## src/rtl/matrix_storage_pkg.sv

```systemverilog
// Shared state encoding, request indices and default sizing for the
// matrix storage controller.
package matrix_storage_pkg;

    localparam int unsigned DEF_DATA_SIZE = 16;
    localparam int unsigned DEF_MAX_LAYER = 5;
    localparam int unsigned DEF_SIZE      = 3;

    // Bit positions of the two clients in the arbiter request/grant vectors
    localparam int unsigned REQ_WR = 0;
    localparam int unsigned REQ_RD = 1;

    typedef enum logic [2:0] {
        ST_IDLE,
        ST_WRITE,
        ST_RD_ISSUE,
        ST_RD_WAIT,
        ST_RD_HOLD
    } state_t;

endpackage

```

## src/rtl/rr_arbiter2.sv

```systemverilog
// Two-requester round-robin arbiter; bit 0 is favoured on the first tie
// after reset, and priority flips to the other client on each accepted grant.
module rr_arbiter2 (
    input  logic       clk,
    input  logic       reset,
    input  logic [1:0] i_req,
    input  logic       i_accept,
    output logic [1:0] o_gnt
);

    logic r_prio_hi;

    always_comb begin
        o_gnt = i_req;
        if (i_req == 2'b11) begin
            o_gnt = r_prio_hi ? 2'b10 : 2'b01;
        end
    end

    always_ff @(posedge clk) begin
        if (reset) begin
            r_prio_hi <= 1'b0;
        end else if (i_accept && (o_gnt != 2'b00)) begin
            r_prio_hi <= o_gnt[0];
        end
    end

endmodule

```

## src/rtl/matrix_storage_controller.sv

```systemverilog
// Sequences whole-layer row loads and fetches between two clients and an
// external row storage with fixed one-cycle read latency.
module matrix_storage_controller
    import matrix_storage_pkg::*;
#(
    parameter int unsigned data_size = DEF_DATA_SIZE,
    parameter int unsigned max_layer = DEF_MAX_LAYER,
    parameter int unsigned size      = DEF_SIZE
) (
    input  logic                      clk,
    input  logic                      reset,
    input  logic                      wr_start,
    input  logic [31:0]               wr_layer,
    input  logic                      wr_valid,
    input  logic [data_size*size-1:0] wr_data,
    output logic                      wr_ready,
    output logic                      wr_done,
    input  logic                      rd_start,
    input  logic [31:0]               rd_layer,
    output logic                      rd_valid,
    output logic [data_size*size-1:0] rd_data,
    input  logic                      rd_ready,
    output logic                      rd_done,
    output logic                      st_is_write,
    output logic [31:0]               st_write_layer_index,
    output logic [31:0]               st_write_row_index,
    output logic [data_size*size-1:0] st_write_data,
    output logic                      st_is_read,
    output logic [31:0]               st_read_layer_index,
    output logic [31:0]               st_read_row_index,
    input  logic [data_size*size-1:0] st_read_data,
    output logic                      busy,
    output logic                      err
);

    localparam int unsigned   RW       = data_size * size;
    localparam int unsigned   CW       = (size > 1) ? $clog2(size) : 1;
    localparam logic [CW-1:0] LAST_ROW = CW'(size - 1);
    localparam logic [31:0]   LAYERS   = 32'(max_layer);

    state_t        r_state, w_state_nxt;
    logic [CW-1:0] r_row, w_row_nxt;
    logic [31:0]   r_layer, w_layer_nxt;
    logic [RW-1:0] r_rd_data, w_rd_data_nxt;
    logic          r_wr_done, w_wr_done_nxt;
    logic          r_rd_done, w_rd_done_nxt;
    logic          r_err, w_err_nxt;
    logic          w_wr_ok, w_rd_ok, w_accept;
    logic [1:0]    w_req, w_gnt;

    assign w_wr_ok  = wr_start && (wr_layer < LAYERS);
    assign w_rd_ok  = rd_start && (rd_layer < LAYERS);
    assign w_accept = (r_state == ST_IDLE);

    always_comb begin
        w_req         = '0;
        w_req[REQ_WR] = w_wr_ok;
        w_req[REQ_RD] = w_rd_ok;
    end

    rr_arbiter2 u_arb (
        .clk      (clk),
        .reset    (reset),
        .i_req    (w_req),
        .i_accept (w_accept),
        .o_gnt    (w_gnt)
    );

    always_ff @(posedge clk) begin
        if (reset) begin
            r_state   <= ST_IDLE;
            r_row     <= '0;
            r_layer   <= '0;
            r_rd_data <= '0;
            r_wr_done <= 1'b0;
            r_rd_done <= 1'b0;
            r_err     <= 1'b0;
        end else begin
            r_state   <= w_state_nxt;
            r_row     <= w_row_nxt;
            r_layer   <= w_layer_nxt;
            r_rd_data <= w_rd_data_nxt;
            r_wr_done <= w_wr_done_nxt;
            r_rd_done <= w_rd_done_nxt;
            r_err     <= w_err_nxt;
        end
    end

    always_comb begin
        w_state_nxt          = r_state;
        w_row_nxt            = r_row;
        w_layer_nxt          = r_layer;
        w_rd_data_nxt        = r_rd_data;
        w_wr_done_nxt        = 1'b0;
        w_rd_done_nxt        = 1'b0;
        w_err_nxt            = 1'b0;
        wr_ready             = 1'b0;
        rd_valid             = 1'b0;
        st_is_write          = 1'b0;
        st_write_layer_index = '0;
        st_write_row_index   = '0;
        st_write_data        = '0;
        st_is_read           = 1'b0;
        st_read_layer_index  = '0;
        st_read_row_index    = '0;

        case (r_state)
            ST_IDLE: begin
                w_err_nxt = (wr_start && !w_wr_ok) || (rd_start && !w_rd_ok);
                w_row_nxt = '0;
                if (w_gnt[REQ_WR]) begin
                    w_state_nxt = ST_WRITE;
                    w_layer_nxt = wr_layer;
                end else if (w_gnt[REQ_RD]) begin
                    w_state_nxt = ST_RD_ISSUE;
                    w_layer_nxt = rd_layer;
                end
            end
            ST_WRITE: begin
                wr_ready             = 1'b1;
                st_is_write          = wr_valid;
                st_write_data        = wr_data;
                st_write_row_index   = 32'(r_row);
                st_write_layer_index = r_layer;
                if (wr_valid) begin
                    if (r_row == LAST_ROW) begin
                        w_state_nxt   = ST_IDLE;
                        w_row_nxt     = '0;
                        w_wr_done_nxt = 1'b1;
                    end else begin
                        w_row_nxt = r_row + 1'b1;
                    end
                end
            end
            ST_RD_ISSUE: begin
                st_is_read          = 1'b1;
                st_read_row_index   = 32'(r_row);
                st_read_layer_index = r_layer;
                w_state_nxt         = ST_RD_WAIT;
            end
            ST_RD_WAIT: begin
                w_rd_data_nxt = st_read_data;
                w_state_nxt   = ST_RD_HOLD;
            end
            ST_RD_HOLD: begin
                rd_valid = 1'b1;
                if (rd_ready) begin
                    if (r_row == LAST_ROW) begin
                        w_state_nxt   = ST_IDLE;
                        w_row_nxt     = '0;
                        w_rd_done_nxt = 1'b1;
                    end else begin
                        w_row_nxt   = r_row + 1'b1;
                        w_state_nxt = ST_RD_ISSUE;
                    end
                end
            end
            default: w_state_nxt = ST_IDLE;
        endcase

        // Strobes and write acceptance are suppressed while reset is held
        if (reset) begin
            wr_ready    = 1'b0;
            st_is_write = 1'b0;
            st_is_read  = 1'b0;
        end
    end

    assign rd_data = r_rd_data;
    assign wr_done = r_wr_done;
    assign rd_done = r_rd_done;
    assign err     = r_err;
    assign busy    = (r_state != ST_IDLE);

endmodule

```

## config.mk

```make
export PLATFORM = sky130hd
export DESIGN_NAME = matrix_storage_controller
export DESIGN_NICKNAME = d
export VERILOG_FILES = /design/src/rtl/matrix_storage_pkg.sv /design/src/rtl/rr_arbiter2.sv /design/src/rtl/matrix_storage_controller.sv
export SDC_FILE = /design/constraint.sdc
export NUM_CORES = 1
export LEC_CHECK = 0
export BUFFER_PORTS_ARGS = -buffer_cell sky130_fd_sc_hd__clkbuf_2
export CAP_MARGIN = 25
export CORE_AREA = 5 5 151 153
export CTS_CLUSTER_DIAMETER = 120
export DETAILED_ROUTE_END_ITERATION = 12
export DIE_AREA = 0 0 156 158
export HOLD_SLACK_MARGIN = 0.08
export SETUP_SLACK_MARGIN = 0.5
export SYNTH_ARGS = -nofsm -noshare
export SYNTH_HDL_FRONTEND = slang
export SYNTH_SLANG_ARGS = --single-unit
```

## constraint.sdc

```tcl
create_clock -name clk -period 2 [get_ports clk]
set_clock_uncertainty 0.15 [all_clocks]
set_input_delay 0.1 -clock clk [delete_from_list [all_inputs] [get_ports clk]]
set_output_delay 0.1 -clock clk [all_outputs]
set_load 0.05 [all_outputs]
```

==> impl_metrics.toml, run 1 <==
[clock_network]
ctsHtreeMaxLevel = 3
cts_buffer_depth = 2
cts_tree = "built"
clkLatencyLatePin_ps = 340
cts_made_buffers = 9
root_buffer = "clkbuf_16"
clkSinkCount = 89
clk_pin_slew_ps = 70

[timing]
rsz0062_at_grt = "yes"
timing.final.ws_setup_ps = -23.6
setup_tns_ps = -113
timing.fmax_ghz = 0.494
min_period_ps = 2020
fin_crit_sh = 1.01
hold_viol = 0
setup_viol = 9
slew_viol_final = 0

[setup_path]
critPathMaxStageDelay_ps = 350
r2r_start = "r_state[1]"
path_class = "reg2out"
crit_start = "r_state[2]"
startpoint_type = "flop"
cp_max_fo = 5
cp_slowest_cell = "dfxtp_4"
cp_cell_sequence = "buf_6 > nor3b_4 > buf_6 > buf_12 > clkbuf_16 > and2_4 > clkbuf_16"
cp.arrival_ps = 1770
endpoint_kind = "output port"
critPathRequiredTime_ps = 1750

[synth]
synth_area_um2 = 4450
avgSynthCellArea_um2 = 7.94
synth_edf_count = 0
ys_ff_latch = 89
ys_seq_area_frac = 0.401
synthCells = 560
ys_types = 39
synth_ff_type = "dfxtp_1"
ys_async_sr_fraction = 0
synth_warnings = 0

[run_status]
outcome = "finished, violations left"
violations = "negative setup slack"

[grt]
grt_pass1_wl_um = 32100
grt_max_degree = 63
grt_pass1_vias = 5408
gr-total-overflow = 0
grt_antenna_before_repair = 1
track_usage = 0.170

[place]
place_congestion = 0.943
io_buffers = 337
dp_cells = 1153
dpl.hpwl_um = 13000

[route]
routed_wl_um = 25200
via_per_inst = 4.28
num_vias = 5462
dr.pass1.iters = 4
wl_per_cell_um = 19.7
ant_nets = 0
drtIter0Drc = 260
drcViolationCount = 0

[die]
fp-row-count = 54
die_area_um2 = 24600
start_util = 0.208
ioPinCount = 398
dieHeight_um = 158
die_w_um = 156
coreArea_um2 = 21400

[layout]
multi_input_area_um2 = 2850
area_growth_pct = 141
final_common_cell = "clkbuf_2"
layout_common_cells = "clkbuf_2 (214), and2_4 (138), clkbuf_16 (109)"
register_area_um2 = 1790
nNetsFinal = 1156
fill_cells = 1790
layout.cells.non_filler = 1276
drive_above_1_share = 0.611

[hold_path]
min-delay-path-class = "in2reg"
min_from = "rd_layer[12]"

[power_and_ir_drop]
power_density_nw_per_um2 = 374
vdd_drop_max_v = 0.000546
total_power_w = 0.00401
p_leak_nw = 4.77

[job]
drv_cap = 0
cells by family after synthesis:
group	Yosys count	share of synthesized area
AOI/OAI and AO/OA	67	0.0853
buffers and inverters	99	0.138
DFF	89	0.401
muxes	4	0.00900
other	1	0.000843
and+or+nand+nor	300	0.366
per-layer routing:
layer | GRT usage | routed length, um
met1 | 0.200 | 9700
met2 | 0.289 | 12700
met3 | 0.0555 | 2190
met4 | 0.0625 | 564
met5 | 0 | 0
synthesized netlist by cell type (2+ instances only):
master | number | area [um^2]
mux2i_1 | 4 | 40.0
buf_4 | 60 | 450
clkbuf_1 | 32 | 120
nand2_1 | 101 | 379
nor2_1 | 15 | 56.3
and4_1 | 2 | 17.5
o21ai_0 | 2 | 10.0
buf_6 | 2 | 22.5
nor2b_1 | 5 | 31.3
a22oi_1 | 2 | 15.0
nand3_1 | 2 | 10.0
nor4_1 | 11 | 68.8
dfxtp_1 | 89 | 1780
nand4_1 | 3 | 18.8
inv_1 | 3 | 11.3
a21oi_1 | 52 | 260
nor3_1 | 5 | 25.0
and2_4 | 10 | 87.6
and2_1 | 136 | 851
o21bai_1 | 2 | 15.0
a211oi_1 | 4 | 30.0
registers in the layout, indices dropped and copies added (netlist names):
name,count
err,1
rd_data,48
u_arb.r_prio_hi,1
r_layer,32
r_row,2
wr_done,1
rd_done,1
r_state,3
through the flow:
stage                     hold WS [ps]  utilization  worst slack [ps]  instance area [um^2]
after floorplan                   86.0            -              -199                  5140
after global placement             172        0.317              -205                  6800
after detailed placement           178        0.317              -241                  6800
after CTS                          124        0.470             -10.1                 10100
after global routing               238        0.501             -71.8                 10700
final                              144        0.501             -23.6                 10700
final cells by class:
| class | count | share of cell area |
|---|---|---|
| Timing Repair Buffer | 453 | 0.507 |
| Multi-Input combinational cell | 434 | 0.265 |
| Sequential cell | 89 | 0.167 |
| Tap cell | 280 | 0.0327 |
| Clock buffer | 10 | 0.0223 |
| Clock inverter | 6 | 0.00408 |
| Inverter | 3 | 0.00128 |
| Antenna cell | 1 | 0.000233 |
path summary, 6_finish.rpt:
path / end / slack [ps] / cells past startpoint
setup / recovery: st_write_layer_index[19] / -20 / 7
hold / removal: err / 140 / 7
setup reg to reg: r_state[1] / 220 / 10
hold reg to reg: rd_data[45] / 310 / 2
power breakdown:
part	internal, W	switching, W	leakage [nW]
logic	0.000210	0.000399	3.91
registers	0.00177	0.000000288	0.719
clock network	0.000879	0.000753	0.138
total	0.00286	0.00115	4.77
critical path, delay by kind of cell (launching register included):
family | cells | cell delay (ps)
flops | 1 | 350
buf+inv | 5 | 720
simple gates | 2 | 350
what timing repair did:
item | 4_1_cts | 5_1_grt
gates resized for setup | 333 | 91
pin swaps | 32 | 64
hold buffers | 58 | 0
buffers inserted | 14 | 8
endpoints found under the setup margin | 160 | 207
cloned | 9 | 17
endpoints found under the hold margin | 57 | 0
Power figures use the tool's default switching activity.
==> inputs of run 2 (changes only) <==
--- a/config.mk
+++ b/config.mk
@@ -7,12 +7,13 @@
 export LEC_CHECK = 0
 export BUFFER_PORTS_ARGS = -buffer_cell sky130_fd_sc_hd__clkbuf_2
 export CAP_MARGIN = 25
-export CORE_AREA = 5 5 151 153
+export CORE_AREA = 5 5 150 152
 export CTS_CLUSTER_DIAMETER = 120
 export DETAILED_ROUTE_END_ITERATION = 12
-export DIE_AREA = 0 0 156 158
+export DIE_AREA = 0 0 155 157
 export HOLD_SLACK_MARGIN = 0.08
 export SETUP_SLACK_MARGIN = 0.5
 export SYNTH_ARGS = -nofsm -noshare
 export SYNTH_HDL_FRONTEND = slang
+export SYNTH_HIERARCHICAL = 1
 export SYNTH_SLANG_ARGS = --single-unit
==> impl_metrics.toml, run 2 <==
[place]
place_congestion = 0.795
dpl.hpwl_um = 16600
dp_cells = 1253
io_buffers = 337

[clock_network]
cts_made_buffers = 9
clkLatencyLatePin_ps = 350
clk_pin_slew_ps = 70
cts_tree = "built"
cts_buffer_depth = 2
root_buffer = "clkbuf_16"
clkSinkCount = 89
ctsHtreeMaxLevel = 3

[run_status]
violations = "negative setup slack"
outcome = "finished, violations left"

[grt]
grt_max_degree = 42
grt_pass1_wl_um = 39000
top_usage_layer = "met2"
use_met3 = 0.0528
track_usage = 0.207
grtUsageMet2 = 0.385
grt_antenna_before_repair = 1
gr-total-overflow = 0
grt_pass1_vias = 6778
grt_use_met1 = 0.224

[die]
fp-row-count = 53
ioPinCount = 398
coreArea_um2 = 20900
dieHeight_um = 157
die_w_um = 155
start_util = 0.243
die_area_um2 = 24300

[route]
dr.pass1.iters = 5
routed_wl_um = 29500
num_vias = 6609
drtIter0Drc = 192
ant_nets = 0
wl_per_cell_um = 20.7
drcViolationCount = 0
via_per_inst = 4.64

[power_and_ir_drop]
vdd_drop_max_v = 0.000414
comb_power_share = 0.190
seq_power_share = 0.412
p_clk_frac = 0.397
p_sw_w = 0.00131
power_density_nw_per_um2 = 344
switching_share = 0.306
p_int_w = 0.00298
p_leak_nw = 5.55

[setup_path]
endpoint_kind = "flop"
cp.arrival_ps = 2180
startpoint_type = "input port"
cp_max_fo = 7
path_class = "in2reg"
worstRegToRegCells = 6
critPathRequiredTime_ps = 2110

[layout]
layout_common_cells = "clkbuf_2 (213), and2_4 (118), dlygate4sd3_1 (89)"
antenna_cells = 0
fill_cells = 1596
largest_reg_flops = 48
nNetsFinal = 1309
drive_above_1_share = 0.678
layout.cells.non_filler = 1423
fin_util = 0.597
multi_input_area_um2 = 4050
register_area_um2 = 1790
final_common_cell = "clkbuf_2"
area_growth_pct = 145

[timing]
min_period_ps = 2070
timing.final.ws_setup_ps = -70.0
fin_crit_sh = 1.04
worstMarginPinSlew_ps = 880
setup_viol = 25
slew_viol_final = 0
max_slew_margin = 0.414
rsz0062_at_grt = "yes"
hold_viol = 0
timing.fmax_ghz = 0.483

[synth]
ys_async_sr_fraction = 0
netlist_top_cells_area = "dfxtp_1 (35%), and2_1 (15%), buf_4 (9.5%)"
synth_common_cells = "and2_1 (120), nand2_1 (102), dfxtp_1 (89)"
ys_ff_latch = 89
ys_seq_area_frac = 0.350
synth_ff_type = "dfxtp_1"
synth_most_common_cell = "and2_1"
synth_area_um2 = 5080
synth.largest_area_cell = "dfxtp_1"
synth_warnings = 6
synth_edf_count = 0
synth.top_cell.area_share = 0.350
ys_types = 38
avgSynthCellArea_um2 = 8.06
synthCells = 631

[hold_path]
min-delay-path-class = "in2reg"
whs_path_depth = 4

[job]
drv_cap = 0
## run 2: changes by cell type after synthesis, sizes merged, moves of 3 or more
cell / previous run / this run
a211oi: 4 / 32
mux2i: 4 / 32
and2: 146 / 120
nor2: 16 / 40
buf: 64 / 78
clkbuf: 32 / 27
o21ai: 2 / 5
## run 2: final timing paths
| check | from | endpoint | slack [ps] |
|---|---|---|---|
| worst max-delay path | rd_layer[1] | r_layer[7] | -70 |
| worst min-delay path | wr_layer[21] | r_layer[21] | 100 |
| worst max register to register | r_state[2] | r_layer[7] | 150 |
| worst min register to register | rd_data[38] | rd_data[38] | 310 |
## run 2: power by group through the flow
stage | sequential, W | combinational [W] | clock [W]
final | 0.00177 | 0.000816 | 0.00171
after global routing | 0.00177 | 0.000858 | 0.00185
after CTS | 0.00177 | 0.000745 | 0.00176
after detailed placement | 0.00181 | 0.000579 | 0
after global placement | 0.00181 | 0.000578 | 0
after floorplan | 0.00182 | 0.000403 | 0
## run 2: metrics by stage
stage | cell area (um^2) | power, W | setup WS (ps) | setup TNS, ps | hold slack, ps
5_1_grt | 12500 | 0.00447 | -115 | -2270 | 106
3_5_place_dp | 8120 | 0.00239 | -480 | -15190 | 177
3_3_place_gp | 8120 | 0.00239 | -444 | -14430 | 172
4_1_cts | 11400 | 0.00427 | 60.0 | 0 | 81.3
2_1_floorplan | 5750 | 0.00222 | 108 | 0 | 12.4
6_report | 12500 | 0.00429 | -70.0 | -827 | 100
## run 2: cell type report
| type | instances | area share |
|---|---|---|
| well taps | 275 | 0.0276 |
| flip-flops and latches | 89 | 0.144 |
| inverters | 4 | 0.00140 |
| repair buffers | 547 | 0.479 |
| clock buffers | 10 | 0.0192 |
| multi-input cells | 492 | 0.325 |
| clock inverters | 6 | 0.00401 |
## run 2: layer usage
metal	part of all wire	vias up
met1	0.35	3183
met5	0.00061	-
met3	0.073	72
met2	0.54	350
met4	0.037	2
li1	-	3002
## run 2: cells by family after synthesis
group                  share of synthesized area
AO/OA/AOI/OAI                              0.143
XOR/XNOR                                 0.00172
buffers and inverters                      0.134
flip-flops                                 0.350
multiplexers                              0.0652
other                                   0.000738
AND/OR/NAND/NOR                            0.304
## run 2: critical path: stages
cell       delay (ps)
clkbuf_2          100
o21ai_0           360
nand3_1           210
nor3_2            230
and2_4            200
a21boi_4          200
nor2_4             70
nor2_8            230
clkbuf_16         240
nor2_4             40
a211oi_2          190
## run 2: timing repair
item,CTS,global route
resized for setup,295,263
setup endpoints to repair,208,208
cloned,17,9
buffers inserted,31,7
pin swaps,41,95
endpoints found under the hold margin,83,0
hold buffers,90,0
==> inputs of run 3 (changes only) <==
--- a/config.mk
+++ b/config.mk
@@ -12,6 +12,7 @@
 export DETAILED_ROUTE_END_ITERATION = 12
 export DIE_AREA = 0 0 155 157
 export HOLD_SLACK_MARGIN = 0.08
+export REMOVE_ABC_BUFFERS = 1
 export SETUP_SLACK_MARGIN = 0.5
 export SYNTH_ARGS = -nofsm -noshare
 export SYNTH_HDL_FRONTEND = slang
==> impl_metrics.toml, run 3 (same netlist as run 2, synthesis figures left out) <==
[run_status]
outcome = "finished, violations left"
violations = "negative setup slack"

[layout]
layout_common_cells = "clkbuf_2 (210), and2_4 (120), dfxtp_1 (86)"
final_common_cell = "clkbuf_2"
layout.cells.non_filler = 1493
area_growth_pct = 165
drive_above_1_share = 0.704
fin_util = 0.645
largest_reg_flops = 48
nNetsFinal = 1373
fill_cells = 1476

[clock_network]
ctsHtreeMaxLevel = 3
root_buffer = "clkbuf_16"
clkLatencyLatePin_ps = 350
clk_pin_slew_ps = 80
cts_made_buffers = 9
clkSinkCount = 89
cts_buffer_depth = 2
cts_tree = "built"

[power_and_ir_drop]
seq_power_share = 0.379
p_int_w = 0.00333
p_sw_w = 0.00134
power_density_nw_per_um2 = 347
switching_share = 0.286
p_leak_nw = 5.91
vdd_drop_max_v = 0.000362
p_clk_frac = 0.444
comb_power_share = 0.178

[timing]
setup_viol = 111
timing.fmax_ghz = 0.447
setup_tns_ps = -9240
fin_crit_sh = 1.12
slew_viol_final = 0
hold_viol = 0
rsz0062_at_grt = "yes"
worstMarginPinSlew_ps = 946
min_period_ps = 2240
timing.final.ws_setup_ps = -238
hold_ws_ps = 88.0
max_slew_margin = 0.370

[grt]
grt_antenna_before_repair = 7
gr-total-overflow = 0
grt_pass1_wl_um = 42000
track_usage = 0.225
grt_pass1_vias = 7147
grt_max_degree = 37

[place]
dpl.hpwl_um = 17100
pre_cts_ws_ps = -654
place_congestion = 0.846
io_buffers = 337
dp_cells = 1285

[die]
coreArea_um2 = 20900
die_area_um2 = 24300
dieHeight_um = 157
fp-row-count = 53
ioPinCount = 398
die_w_um = 155
start_util = 0.243

[setup_path]
critical-path-top-delay-family = "simple AND/OR/NAND/NOR gates"
path_class = "in2reg"
endpoint_kind = "flop"
cp_cell_sequence = "buf_8 > nor4_4 > buf_4 > nand4_1 > nor3_2 > and2_4 > a21boi_4 > nor2_1 > buf_4 > nor2_8 > buf_12 > clkbuf_16 > nor2_4 > a211oi_2"
critPathMostFrequentCell = "buf_4"
critPathRequiredTime_ps = 2120
critPathMaxStageDelay_ps = 290
cp_max_fo = 6
startpoint_type = "input port"
cp_slowest_cell = "nor4_4"
cp.arrival_ps = 2360
worstRegToRegCells = 8
crit_buf_inv = 5
worst-path-stages = 14

[route]
num_vias = 7011
drcViolationCount = 0
wl_per_cell_um = 23.0
ant_nets = 0
dr.pass1.iters = 4
drtIter0Drc = 235
routed_wl_um = 34300
via_per_inst = 4.70

[hold_path]
min-delay-path-class = "in2reg"
whs_path_depth = 4

[job]
drv_cap = 0
## run 3: cell count changes in the layout (fill, tap and decap cells not counted), sizes merged
cell	change
buf	+54
bufinv	+3
clkbuf	+15
clkinv	-2
clkinvlp	+1
diode	+6
dlygate4sd3	-7
dlymetal6s4s	+1
inv	-1
## run 3: routing by layer
| layer | wire length [um] | global-route usage | share of wire | vias to the layer above |
|---|---|---|---|---|
| met5 | 14 | 0 | 0.00041 | - |
| met2 | 18600 | 0.420 | 0.54 | 365 |
| met4 | 1800 | 0.115 | 0.052 | 2 |
| met3 | 2270 | 0.0641 | 0.066 | 99 |
| met1 | 11600 | 0.227 | 0.34 | 3403 |
| li1 | - | - | - | 3142 |
## run 3: cell type report
type	instances	area, um^2	share of cell area
diodes	6	15.0	0.00111
flip-flops and latches	89	1790	0.133
clock buffers	9	225	0.0167
multi-input cells	492	4050	0.301
clock inverters	7	125	0.00929
well taps	275	344	0.0256
inverters	4	15.0	0.00111
repair buffers	611	6900	0.512
## run 3: final timing paths
kind | endpoint | from | slack [ps]
setup / recovery | r_layer[1] | wr_layer[26] | -240
hold / removal | r_layer[3] | wr_layer[3] | 90
setup reg to reg | r_layer[1] | r_state[2] | 60
hold reg to reg | rd_data[10] | rd_data[10] | 310
## run 3: power groups by stage
stage	combinational [W]	clock (W)	sequential, W
6_report	0.000829	0.00207	0.00177
5_1_grt	0.000871	0.00217	0.00177
4_1_cts	0.000758	0.00209	0.00177
3_5_place_dp	0.000608	0	0.00181
3_3_place_gp	0.000605	0	0.00181
2_1_floorplan	0.000280	0	0.00182
## run 3: per-stage QoR
stage | power [W] | cell area (um^2)
floorplan | 0.00210 | 4640
global placement | 0.00242 | 7960
detailed placement | 0.00242 | 7960
CTS | 0.00462 | 11700
global route | 0.00481 | 13500
finish | 0.00467 | 13500
## run 3: repair_timing
item / CTS / global route
gates resized for setup: 378 / 341
buffers inserted: 43 / 20
hold buffers: 83 / 1
endpoints found under the setup margin: 207 / 208
hold endpoints to repair: 77 / 1
pin swaps: 52 / 126
cloned: 19 / 20
## run 3: worst reg2reg max path, cell delays in order, from the launching register on
cell and delay, ps:
dfxtp_4 350, buf_6 120, buf_6 110, or3_4 430
nor2_8 130, buf_12 150, clkbuf_16 170, nor2_4 40
a211oi_2 190
